## src/rtl/packet_switch_igr_wrr_sched_if.sv

```systemverilog
// Request/grant bundle between the ingress queues and the WRR packet scheduler.
// The queue side is the master; the scheduler is the slave.
interface packet_switch_igr_wrr_sched_if #(
  parameter int N         = 4,
  parameter int WGT_WIDTH = 4,
  parameter int N_WIDTH   = (N < 2) ? 1 : $clog2(N)
);
  logic [N-1:0]           req;
  logic [N*WGT_WIDTH-1:0] weight;
  logic                   gnt_rdy;
  logic                   eop_done;
  logic                   gnt_vld;
  logic [N_WIDTH-1:0]     gnt;
  logic                   busy;
  logic [WGT_WIDTH-1:0]   credit;
  logic                   proto_err;

  modport master (
    output req, weight, gnt_rdy, eop_done,
    input  gnt_vld, gnt, busy, credit, proto_err
  );

  modport slave (
    input  req, weight, gnt_rdy, eop_done,
    output gnt_vld, gnt, busy, credit, proto_err
  );
endinterface

```

## src/rtl/packet_switch_igr_wrr_sched.sv

```systemverilog
// Packet-granular weighted round-robin scheduler: one grant held from SOP
// accept to EOP, up to weight[i] back-to-back packets per turn, optional port-0 priority.
module packet_switch_igr_wrr_sched #(
  parameter int N         = 4,
  parameter int WGT_WIDTH = 4,
  parameter int SP_IF0    = 0,
  parameter int N_WIDTH   = (N < 2) ? 1 : $clog2(N)
) (
  input  logic clk,
  input  logic rst,
  packet_switch_igr_wrr_sched_if.slave bus
);

  localparam int unsigned NU = N;

  typedef enum logic [1:0] {IDLE, GRANT, XFER} state_t;

  state_t               state_q, state_d;
  logic                 gnt_vld_q, gnt_vld_d;
  logic [N_WIDTH-1:0]   gnt_q, gnt_d;
  logic [N_WIDTH-1:0]   rr_q, rr_d;
  logic                 busy_q, busy_d;
  logic [WGT_WIDTH-1:0] credit_q, credit_d;
  logic                 perr_q, perr_d;

  logic [WGT_WIDTH-1:0] wgt [N];
  logic [N_WIDTH-1:0]   rr_sel;
  logic [N_WIDTH-1:0]   idx_n;
  logic [N_WIDTH-1:0]   sel;
  logic                 rr_found;
  logic                 sp_hit;
  logic                 any_req;
  logic                 accept;
  logic                 decide;
  logic                 stay;
  logic                 cont_same;
  logic [WGT_WIDTH-1:0] reload;
  logic [WGT_WIDTH-1:0] credit_dec;
  logic [WGT_WIDTH-1:0] credit_ref;

  always_comb begin
    for (int unsigned i = 0; i < NU; i++) begin
      wgt[i] = bus.weight[i*WGT_WIDTH +: WGT_WIDTH];
    end
  end

  // Circular search starting just after the last rotated-to port.
  always_comb begin
    rr_sel   = rr_q;
    rr_found = 1'b0;
    idx_n    = '0;
    for (int unsigned i = 1; i <= NU; i++) begin
      idx_n = N_WIDTH'((32'(rr_q) + i) % NU);
      if (!rr_found && bus.req[idx_n]) begin
        rr_sel   = idx_n;
        rr_found = 1'b1;
      end
    end
  end

  always_comb begin
    sp_hit     = (SP_IF0 != 0) && bus.req[0];
    sel        = sp_hit ? '0 : rr_sel;
    any_req    = |bus.req;
    reload     = (wgt[sel] == '0) ? WGT_WIDTH'(1) : wgt[sel];
    accept     = (state_q == GRANT) && bus.gnt_rdy;
    credit_dec = (credit_q == '0) ? '0 : credit_q - WGT_WIDTH'(1);
  end

  always_comb begin
    state_d    = state_q;
    gnt_vld_d  = gnt_vld_q;
    gnt_d      = gnt_q;
    rr_d       = rr_q;
    busy_d     = busy_q;
    credit_d   = credit_q;
    perr_d     = perr_q;
    decide     = 1'b0;
    credit_ref = credit_q;
    stay       = 1'b0;
    cont_same  = 1'b0;

    case (state_q)
      IDLE: begin
        if (bus.eop_done) perr_d = 1'b1;
        if (any_req) begin
          // Leftover credit only belongs to sel if sel was also the last grant.
          cont_same = !sp_hit && (sel == rr_q) && (gnt_q == rr_q) && (credit_q != '0);
          gnt_d     = sel;
          gnt_vld_d = 1'b1;
          state_d   = GRANT;
          if (!cont_same) credit_d = reload;
          if (!sp_hit)    rr_d     = sel;
        end
      end
      GRANT: begin
        if (accept) begin
          gnt_vld_d = 1'b0;
          credit_d  = credit_dec;
          if (bus.eop_done) begin
            decide     = 1'b1;
            credit_ref = credit_dec;
          end else begin
            busy_d  = 1'b1;
            state_d = XFER;
          end
        end else if (bus.eop_done) begin
          perr_d = 1'b1;
        end
      end
      XFER: begin
        if (bus.eop_done) decide = 1'b1;
      end
      default: state_d = IDLE;
    endcase

    // End-of-packet decision, shared by XFER and the single-beat accept.
    if (decide) begin
      busy_d = 1'b0;
      stay   = bus.req[gnt_q] && (credit_ref != '0) && !(sp_hit && (gnt_q != '0));
      if (stay) begin
        gnt_vld_d = 1'b1;
        state_d   = GRANT;
      end else if (any_req) begin
        gnt_d     = sel;
        credit_d  = reload;
        gnt_vld_d = 1'b1;
        state_d   = GRANT;
        if (!sp_hit) rr_d = sel;
      end else begin
        gnt_vld_d = 1'b0;
        state_d   = IDLE;
      end
    end
  end

  always_ff @(posedge clk or posedge rst) begin
    if (rst) begin
      state_q   <= IDLE;
      gnt_vld_q <= 1'b0;
      gnt_q     <= '0;
      rr_q      <= N_WIDTH'(N - 1);
      busy_q    <= 1'b0;
      credit_q  <= '0;
      perr_q    <= 1'b0;
    end else begin
      state_q   <= state_d;
      gnt_vld_q <= gnt_vld_d;
      gnt_q     <= gnt_d;
      rr_q      <= rr_d;
      busy_q    <= busy_d;
      credit_q  <= credit_d;
      perr_q    <= perr_d;
    end
  end

  assign bus.gnt_vld   = gnt_vld_q;
  assign bus.gnt       = gnt_q;
  assign bus.busy      = busy_q;
  assign bus.credit    = credit_q;
  assign bus.proto_err = perr_q;

endmodule
```

## src/flat_wrapper.sv

```systemverilog
// flat-port wrapper written by rule: the top's interface ports become plain ports
module packet_switch_igr_wrr_sched_flat 
#(
  parameter int N         = 4,
  parameter int WGT_WIDTH = 4,
  parameter int SP_IF0    = 0,
  parameter int N_WIDTH   = (N < 2) ? 1 : $clog2(N)
)
  (clk, rst, bus_req, bus_weight, bus_gnt_rdy, bus_eop_done, bus_gnt_vld, bus_gnt, bus_busy, bus_credit, bus_proto_err);
  packet_switch_igr_wrr_sched_if #(.N(N), .WGT_WIDTH(WGT_WIDTH), .N_WIDTH(N_WIDTH)) bus_i ();
  input  logic clk;
  input  logic rst;
  input wire logic [$bits(bus_i.req)-1:0] bus_req;
  input wire logic [$bits(bus_i.weight)-1:0] bus_weight;
  input wire logic [$bits(bus_i.gnt_rdy)-1:0] bus_gnt_rdy;
  input wire logic [$bits(bus_i.eop_done)-1:0] bus_eop_done;
  output wire logic [$bits(bus_i.gnt_vld)-1:0] bus_gnt_vld;
  output wire logic [$bits(bus_i.gnt)-1:0] bus_gnt;
  output wire logic [$bits(bus_i.busy)-1:0] bus_busy;
  output wire logic [$bits(bus_i.credit)-1:0] bus_credit;
  output wire logic [$bits(bus_i.proto_err)-1:0] bus_proto_err;
  assign bus_i.req = bus_req;
  assign bus_i.weight = bus_weight;
  assign bus_i.gnt_rdy = bus_gnt_rdy;
  assign bus_i.eop_done = bus_eop_done;
  assign bus_gnt_vld = bus_i.gnt_vld;
  assign bus_gnt = bus_i.gnt;
  assign bus_busy = bus_i.busy;
  assign bus_credit = bus_i.credit;
  assign bus_proto_err = bus_i.proto_err;
  packet_switch_igr_wrr_sched #(.N(N), .WGT_WIDTH(WGT_WIDTH), .SP_IF0(SP_IF0), .N_WIDTH(N_WIDTH)) u_core (.clk(clk), .rst(rst), .bus(bus_i));
endmodule
```

## config.mk

```make
export PLATFORM = sky130hd
export DESIGN_NAME = packet_switch_igr_wrr_sched_flat
export DESIGN_NICKNAME = d
export VERILOG_FILES = /design/src/rtl/packet_switch_igr_wrr_sched_if.sv /design/src/rtl/packet_switch_igr_wrr_sched.sv /design/src/flat_wrapper.sv
export SDC_FILE = /design/constraint.sdc
export NUM_CORES = 1
export LEC_CHECK = 0
export CORE_MARGIN = 1
export CORE_UTILIZATION = 30
export DETAILED_ROUTE_END_ITERATION = 6
export GPL_ROUTABILITY_DRIVEN = 0
export PLACE_DENSITY = 0.63
export SETUP_SLACK_MARGIN = 0.15
export SKIP_CTS_REPAIR_TIMING = 1
export SYNTH_ARGS = -nofsm -noshare
export SYNTH_HDL_FRONTEND = slang
export SYNTH_SLANG_ARGS = --single-unit
```

## constraint.sdc

```tcl
create_clock -name clk -period 1.9 [get_ports clk]
set_input_delay 0.19 -clock clk [delete_from_list [all_inputs] [get_ports clk]]
set_output_delay 0.19 -clock clk [all_outputs]
set_load 0.02 [all_outputs]
```

# ---- Word level (Yosys, flattened, before mapping)
# Cells that the tools add are included.
dict set report word_totals {
  reg_bits 13
  inputBits 24
  word_cells 118
}
dict set report classes {
  add_sub_neg 5
  order_cmp 6
  eq_ne 10
  mux 65
  bitwise_logic 1
  n_reduce_logical 24
}
# operator count
set ops {}
lappend ops {{two-way mux 4 bit} 13}
lappend ops {{two-way mux 2 bit} 19}
lappend ops {{two-way mux 1 bit} 22}
lappend ops {{< comparator 2 x 3 -> 1 bit (second input constant)} 5}
lappend ops {{binary-select mux 1 bit (select 2 bit)} 5}
lappend ops {{binary-select mux 4 bit (select 2 bit)} 1}
lappend ops {{logical NOT 4 bit} 2}
lappend ops {{one-hot mux 4 bit (2 select lines)} 1}
lappend ops {{nonzero test 4 bit} 2}
lappend ops {{logical AND 1 bit} 7}
lappend ops {{inequality test 3 x 1 -> 1 bit (second input constant)} 2}
lappend ops {{one-hot mux 1 bit (2 select lines)} 3}
lappend ops {{one-hot mux 2 bit (3 select lines)} 1}
lappend ops {{AND reduction 3 bit} 2}
lappend ops {{nonzero test 2 bit} 3}
lappend ops {{adder 2 x 1 -> 2 bit (second input constant)} 2}
lappend ops {{adder 2 bit (second input constant)} 2}
lappend ops {{equality test 2 bit} 2}
lappend ops {{inequality test 2 x 1 -> 1 bit (second input constant)} 2}
lappend ops {{AND reduction 4 bit} 1}
lappend ops {{OR reduction 4 bit} 1}
lappend ops {{subtractor 4 x 1 -> 4 bit (second input constant)} 1}
lappend ops {{>= comparator 3 bit (second input constant)} 1}
lappend ops {{logical NOT 1 bit} 3}
lappend ops {{other kinds (8)} 8}

# ---- Depth between registers and ports, before layout
dict set report depth {
  depth_word 25
  mapped_depth 10
  mapped_depth_nobuf 9
}

# ---- Least setup slack after synthesis
# No wires, ideal clock.
dict set report synth_path {
  path_kind {flip-flop to flip-flop}
  start {reg u_core.rr_q[0]}
  end {reg u_core.credit_q[0] (netlist: u_core.bus.credit[0])}
  setup_time_ps 87
  t_arrival_ps 1850
  setup_slack_ps -37
  stages_incl_launch_ff 8
  n_path_buf 1
  synth_period_minus_slack_ps 1937
  path_cell_list {dfstp_2 buf_6 nand2b_4 a22o_1 a211oi_4 mux2_4 mux2_1 o211ai_1}
}
dict set report synth_via {
  elab_chain_len 25
  word_cells_on_any_way 41
  cone_classes {add/sub: 4; eq/ne: 2; mux: 25; bitwise: 1; reduce/logical: 9}
}
# item line
set synth_lines {}
lappend synth_lines {{start: declaration} packet_switch_igr_wrr_sched.sv:21} ;# logic [N_WIDTH-1:0] rr_q, rr_d;
lappend synth_lines {{start signal: assignment} packet_switch_igr_wrr_sched.sv:142} ;# rr_q <= N_WIDTH'(N - 1);
lappend synth_lines {{start signal: assignment} packet_switch_igr_wrr_sched.sv:150} ;# rr_q <= rr_d;
lappend synth_lines {{adder 2 x 1 -> 2 bit} packet_switch_igr_wrr_sched.sv:53} ;# idx_n = N_WIDTH'((32'(rr_q) + i) % NU);
lappend synth_lines {{binary-select mux 1 bit (select 2 bit)} packet_switch_igr_wrr_sched.sv:54} ;# if (!rr_found && bus.req[idx_n]) begin
lappend synth_lines {{two-way mux 1 bit (not written as such)} packet_switch_igr_wrr_sched.sv:54}
lappend synth_lines {{two-way mux 1 bit} packet_switch_igr_wrr_sched.sv:54}
lappend synth_lines {{logical NOT 1 bit} packet_switch_igr_wrr_sched.sv:54}
lappend synth_lines {{logical AND 1 bit} packet_switch_igr_wrr_sched.sv:54}
lappend synth_lines {{two-way mux 1 bit} packet_switch_igr_wrr_sched.sv:54}
lappend synth_lines {{logical NOT 1 bit} packet_switch_igr_wrr_sched.sv:54}
lappend synth_lines {{(+10 left out)} -}
lappend synth_lines {{two-way mux 4 bit} packet_switch_igr_wrr_sched.sv:65} ;# reload = (wgt[sel] == '0) ? WGT_WIDTH'(1) : wgt[sel];
lappend synth_lines {{two-way mux 4 bit} packet_switch_igr_wrr_sched.sv:92} ;# if (!cont_same) credit_d = reload;
lappend synth_lines {{two-way mux 4 bit} packet_switch_igr_wrr_sched.sv:86} ;# if (any_req) begin
lappend synth_lines {{one-hot mux 4 bit (2 select lines)} packet_switch_igr_wrr_sched.sv:83} ;# case (state_q)
lappend synth_lines {{two-way mux 4 bit} packet_switch_igr_wrr_sched.sv:124} ;# end else if (any_req) begin
lappend synth_lines {{two-way mux 4 bit} packet_switch_igr_wrr_sched.sv:121} ;# if (stay) begin
lappend synth_lines {{two-way mux 4 bit (*)} packet_switch_igr_wrr_sched.sv:118} ;# if (decide) begin
lappend synth_lines {{named net u_core.credit_d[0]} packet_switch_igr_wrr_sched.sv:23} ;# logic [WGT_WIDTH-1:0] credit_q, credit_d;
lappend synth_lines {{end signal: assignment} packet_switch_igr_wrr_sched.sv:152} ;# credit_q <= credit_d;
lappend synth_lines {{end: declaration} packet_switch_igr_wrr_sched.sv:23}
# Mark *: on every way through the listed nets, which the timed path passes. The rest lies on a longest branch. The select of a mux whose other input is x is not followed.
# A chain may end at the register's enable or synchronous reset.

# ---- Final worst setup path
# Ends and elaborated chain as after synthesis.

==> results.sh <==
export IMPL_peakVddDrop_mv=0.867
export IMPL_antenna_found_initial=0
export IMPL_arrival_ns=2.20
export IMPL_crit_fanout=6
export IMPL_worst_slack_ns=-0.143
export IMPL_ios=33
export IMPL_cts_made_buffers=3
export IMPL_dp_cells=228
export IMPL_leakage_nw=0.935
export IMPL_dp_hpwl_um=2480
export IMPL_cts_tree="done"
export IMPL_overflow=0
export IMPL_p_sw_share_pct=41.5
export IMPL_finalMaxSlewViolations=0
export IMPL_p_sw_mw=1.44
export IMPL_worst_pin_slew_ns=0.558
export IMPL_cpMaxStageDelayCell="dfstp_2"
export IMPL_cts_htree_levels=1
export IMPL_post_synth_cell_area_avg_um2=9.61
export IMPL_wl_per_cell_um=15.4
export IMPL_crit_top_cell="buf_6"
export IMPL_synth_most_common_cell="mux2i_1"
export IMPL_startpoint_type="flop"
export IMPL_fin_cells=245
export IMPL_clk_pin_slew_ns=0.06
export IMPL_crit_buf_inv=2
export IMPL_syn_inst=124
export IMPL_finalHoldViolCount=0
export IMPL_synth_common_cells="mux2i_1 (12), dfrtp_1 (11), nand2_1 (10)"
export IMPL_finalSetupViolations=3
export IMPL_yosys_top_cells_area="dfrtp_1 (23%), mux2i_1 (10%), dfstp_2 (4.4%), ha_1 (4.2%), mux2_2 (3.8%)"
export IMPL_grt_max_degree=14
export IMPL_first_global_vias=1236
export IMPL_synth_edff_count=0
export IMPL_drt_iter0_drc=37
export IMPL_drive_above_1_share_pct=43.1
export IMPL_async_flop_share_pct=100
export IMPL_synth_seq_cells=13
export IMPL_die_area_um2=4230
export IMPL_fill_cells=333
export IMPL_hp_class="input port to async pin"
export IMPL_ys_flop_type="dfrtp_1"
export IMPL_num_nets_final=226
export IMPL_syn_num_nets=152
export IMPL_diodes=0
export IMPL_insertion_delay_ns=0.25
export IMPL_pwr_share_comb_pct=76.0
export IMPL_start_util_pct=31.8
export IMPL_grt_first_pass_wirelength_um=5320
export IMPL_critPathMaxStageDelay_ns=0.40
export IMPL_fmax_ghz=0.490
export IMPL_root_buffer="clkbuf_8"
export IMPL_final_antenna_net_count=0
export IMPL_violations="setup timing"
export IMPL_relSlewSlack_pct=62.8
export IMPL_yosys_area_top_type="dfrtp_1"
export IMPL_netlist_area_um2=1190
export IMPL_vias=1259
export IMPL_period_share_pct=108
export IMPL_core_rowCount=22
export IMPL_status="complete, but fails checks"
export IMPL_tns_ns=-0.369
export IMPL_min_period_ns=2.04
export IMPL_viasPerCell=5.14
export IMPL_end_kind="flop"
export IMPL_crit_required_ns=2.06
export IMPL_crit_chain="buf_6, nand2b_4, a22o_4, a211oi_4, buf_6, mux2_4, mux2_1, o211ai_1"
export IMPL_skew_ns=0.00707
export IMPL_drc=0
export IMPL_rsz0062_at_grt="yes"
export IMPL_seqPwrFrac_pct=16.7
export IMPL_routed_wl_um=3770
export IMPL_intPower_mw=2.03
export IMPL_crit_type="flop to flop"
export IMPL_die_x_um=65.0
export IMPL_area_growth_pct=79.9
export IMPL_die_h_um=65.0
export IMPL_clockBufferDepth=2
export IMPL_grt_usage_pct=16.2
export IMPL_synth_warnings=0
export IMPL_powerDensity_nw_per_um2=1620
export IMPL_portBuffers=32
export IMPL_cts_sinks=13
export IMPL_coreArea_um2=3740
export IMPL_pwr_share_clk_pct=7.4
export IMPL_path_delay_family="multiplexers"
export IMPL_synth_cell_types=46
export IMPL_drt_pass1_iterations=4
export IMPL_maxCapViolations=0
export IMPL_synth_top_area_share_pct=23.1
export IMPL_synth_seq_area_share_pct=27.5
==> registers in the layout, summed over array words and instances (netlist names) <==
| name | flops |
|---|---|
| u_core.bus.proto_err | 1 |
| u_core.bus.gnt | 2 |
| u_core.bus.busy | 1 |
| u_core.bus.gnt_vld | 1 |
| u_core.rr_q | 2 |
| u_core.bus.credit | 4 |
| u_core.state_q | 2 |
==> cell type report <==
class | count | area (um^2) | share of cell area, %
inverters | 7 | 26.3 | 1.23
clock buffers | 4 | 45.0 | 2.10
repair buffers | 73 | 681 | 31.8
multi-input cells | 100 | 1000 | 46.7
flip-flops and latches | 13 | 330 | 15.4
well taps | 48 | 60.1 | 2.80
==> logic make-up (layout without fill, tap and decap cells) <==
group | count (synthesis) | count (layout) | share of synthesized area (%)
AND/OR/NAND/NOR | 33 | 33 | 15.8
multiplexers | 21 | 21 | 20.8
buffers and inverters | 12 | 84 | 5.57
AO/OA/AOI/OAI | 39 | 40 | 24.7
adder cells (fa/ha/maj) | 4 | 4 | 4.20
XOR/XNOR | 2 | 2 | 1.47
flip-flops | 13 | 13 | 27.5
==> power groups by stage <==
stage	Sequential [mW]	Clock, mW	Combinational (mW)
after floorplan	0.664	0	1.24
after global placement	0.558	0	1.99
after detailed placement	0.561	0	2.03
after CTS	0.559	0.267	2.05
after global routing	0.597	0.282	2.84
final	0.577	0.255	2.63
==> layout by cell type (no fill, tap or decap), drive strengths merged <==
| master | netlist | final |
|---|---|---|
| o22ai | 1 | 1 |
| buf | 4 | 41 |
| a21o | 2 | 2 |
| a31oi | 1 | 1 |
| a211oi | 1 | 1 |
| a32o | 1 | 1 |
| o2111ai | 1 | 1 |
| a2bb2oi | 1 | 1 |
| dlymetal6s2s | 0 | 3 |
| nor2 | 4 | 4 |
| dfrtp | 11 | 11 |
| mux2i | 12 | 12 |
| clkbuf | 1 | 4 |
| nand2b | 5 | 5 |
| mux2 | 8 | 8 |
| nor3 | 1 | 1 |
| mux4 | 1 | 1 |
| o211ai | 3 | 3 |
| o221ai | 4 | 5 |
| nand2 | 10 | 10 |
| xnor2 | 2 | 2 |
| a21oi | 6 | 6 |
| or3 | 2 | 2 |
| inv | 7 | 7 |
| a21boi | 1 | 1 |
| and3 | 1 | 1 |
| clkdlybuf4s50 | 0 | 29 |
| nor4 | 1 | 1 |
| ha | 4 | 4 |
| a22oi | 2 | 2 |
| o21ai | 9 | 9 |
| or4 | 1 | 1 |
| nand3 | 5 | 5 |
| and2 | 1 | 1 |
| dfstp | 2 | 2 |
| a22o | 3 | 3 |
| o21a | 3 | 3 |
| nand4b | 2 | 2 |
==> stage by stage <==
stage	total power, mW	instance area (um^2)	utilization, %	hold slack [ns]	setup slack [ns]
2_1_floorplan	1.91	1240	-	0.0655	-0.00768
3_3_place_gp	2.54	1780	47.6	0.450	-0.354
3_5_place_dp	2.59	1780	47.6	0.457	-0.392
4_1_cts	2.87	1830	48.8	0.312	-0.194
5_1_grt	3.72	2140	57.3	0.355	-0.215
6_report	3.47	2140	57.3	0.289	-0.143
==> metal layers <==
layer,track usage (%),part of all wire (%),vias up
li1,-,-,620
met1,18.3,40,590
met2,29.3,53,43
met3,5.28,5.1,6
met4,3.80,2.7,0
met5,0,0,-
==> final timing paths <==
| check | slack [ns] | start | end | depth (start not counted) |
|---|---|---|---|---|
| setup / recovery | -0.14 | u_core.rr_q[0] | u_core.bus.credit[0] | 8 |
| hold / removal | 0.29 | rst | u_core.bus.credit[1] | 2 |
| setup reg to reg | -0.14 | u_core.rr_q[0] | u_core.bus.credit[0] | 8 |
| hold reg to reg | 0.46 | u_core.bus.proto_err | u_core.bus.proto_err | 1 |
| max in group asynchronous | 1.20 | rst | u_core.bus.gnt[0] | 2 |
| min in group clk | 0.46 | u_core.bus.proto_err | u_core.bus.proto_err | 1 |
(Power assumes the default switching activity.)
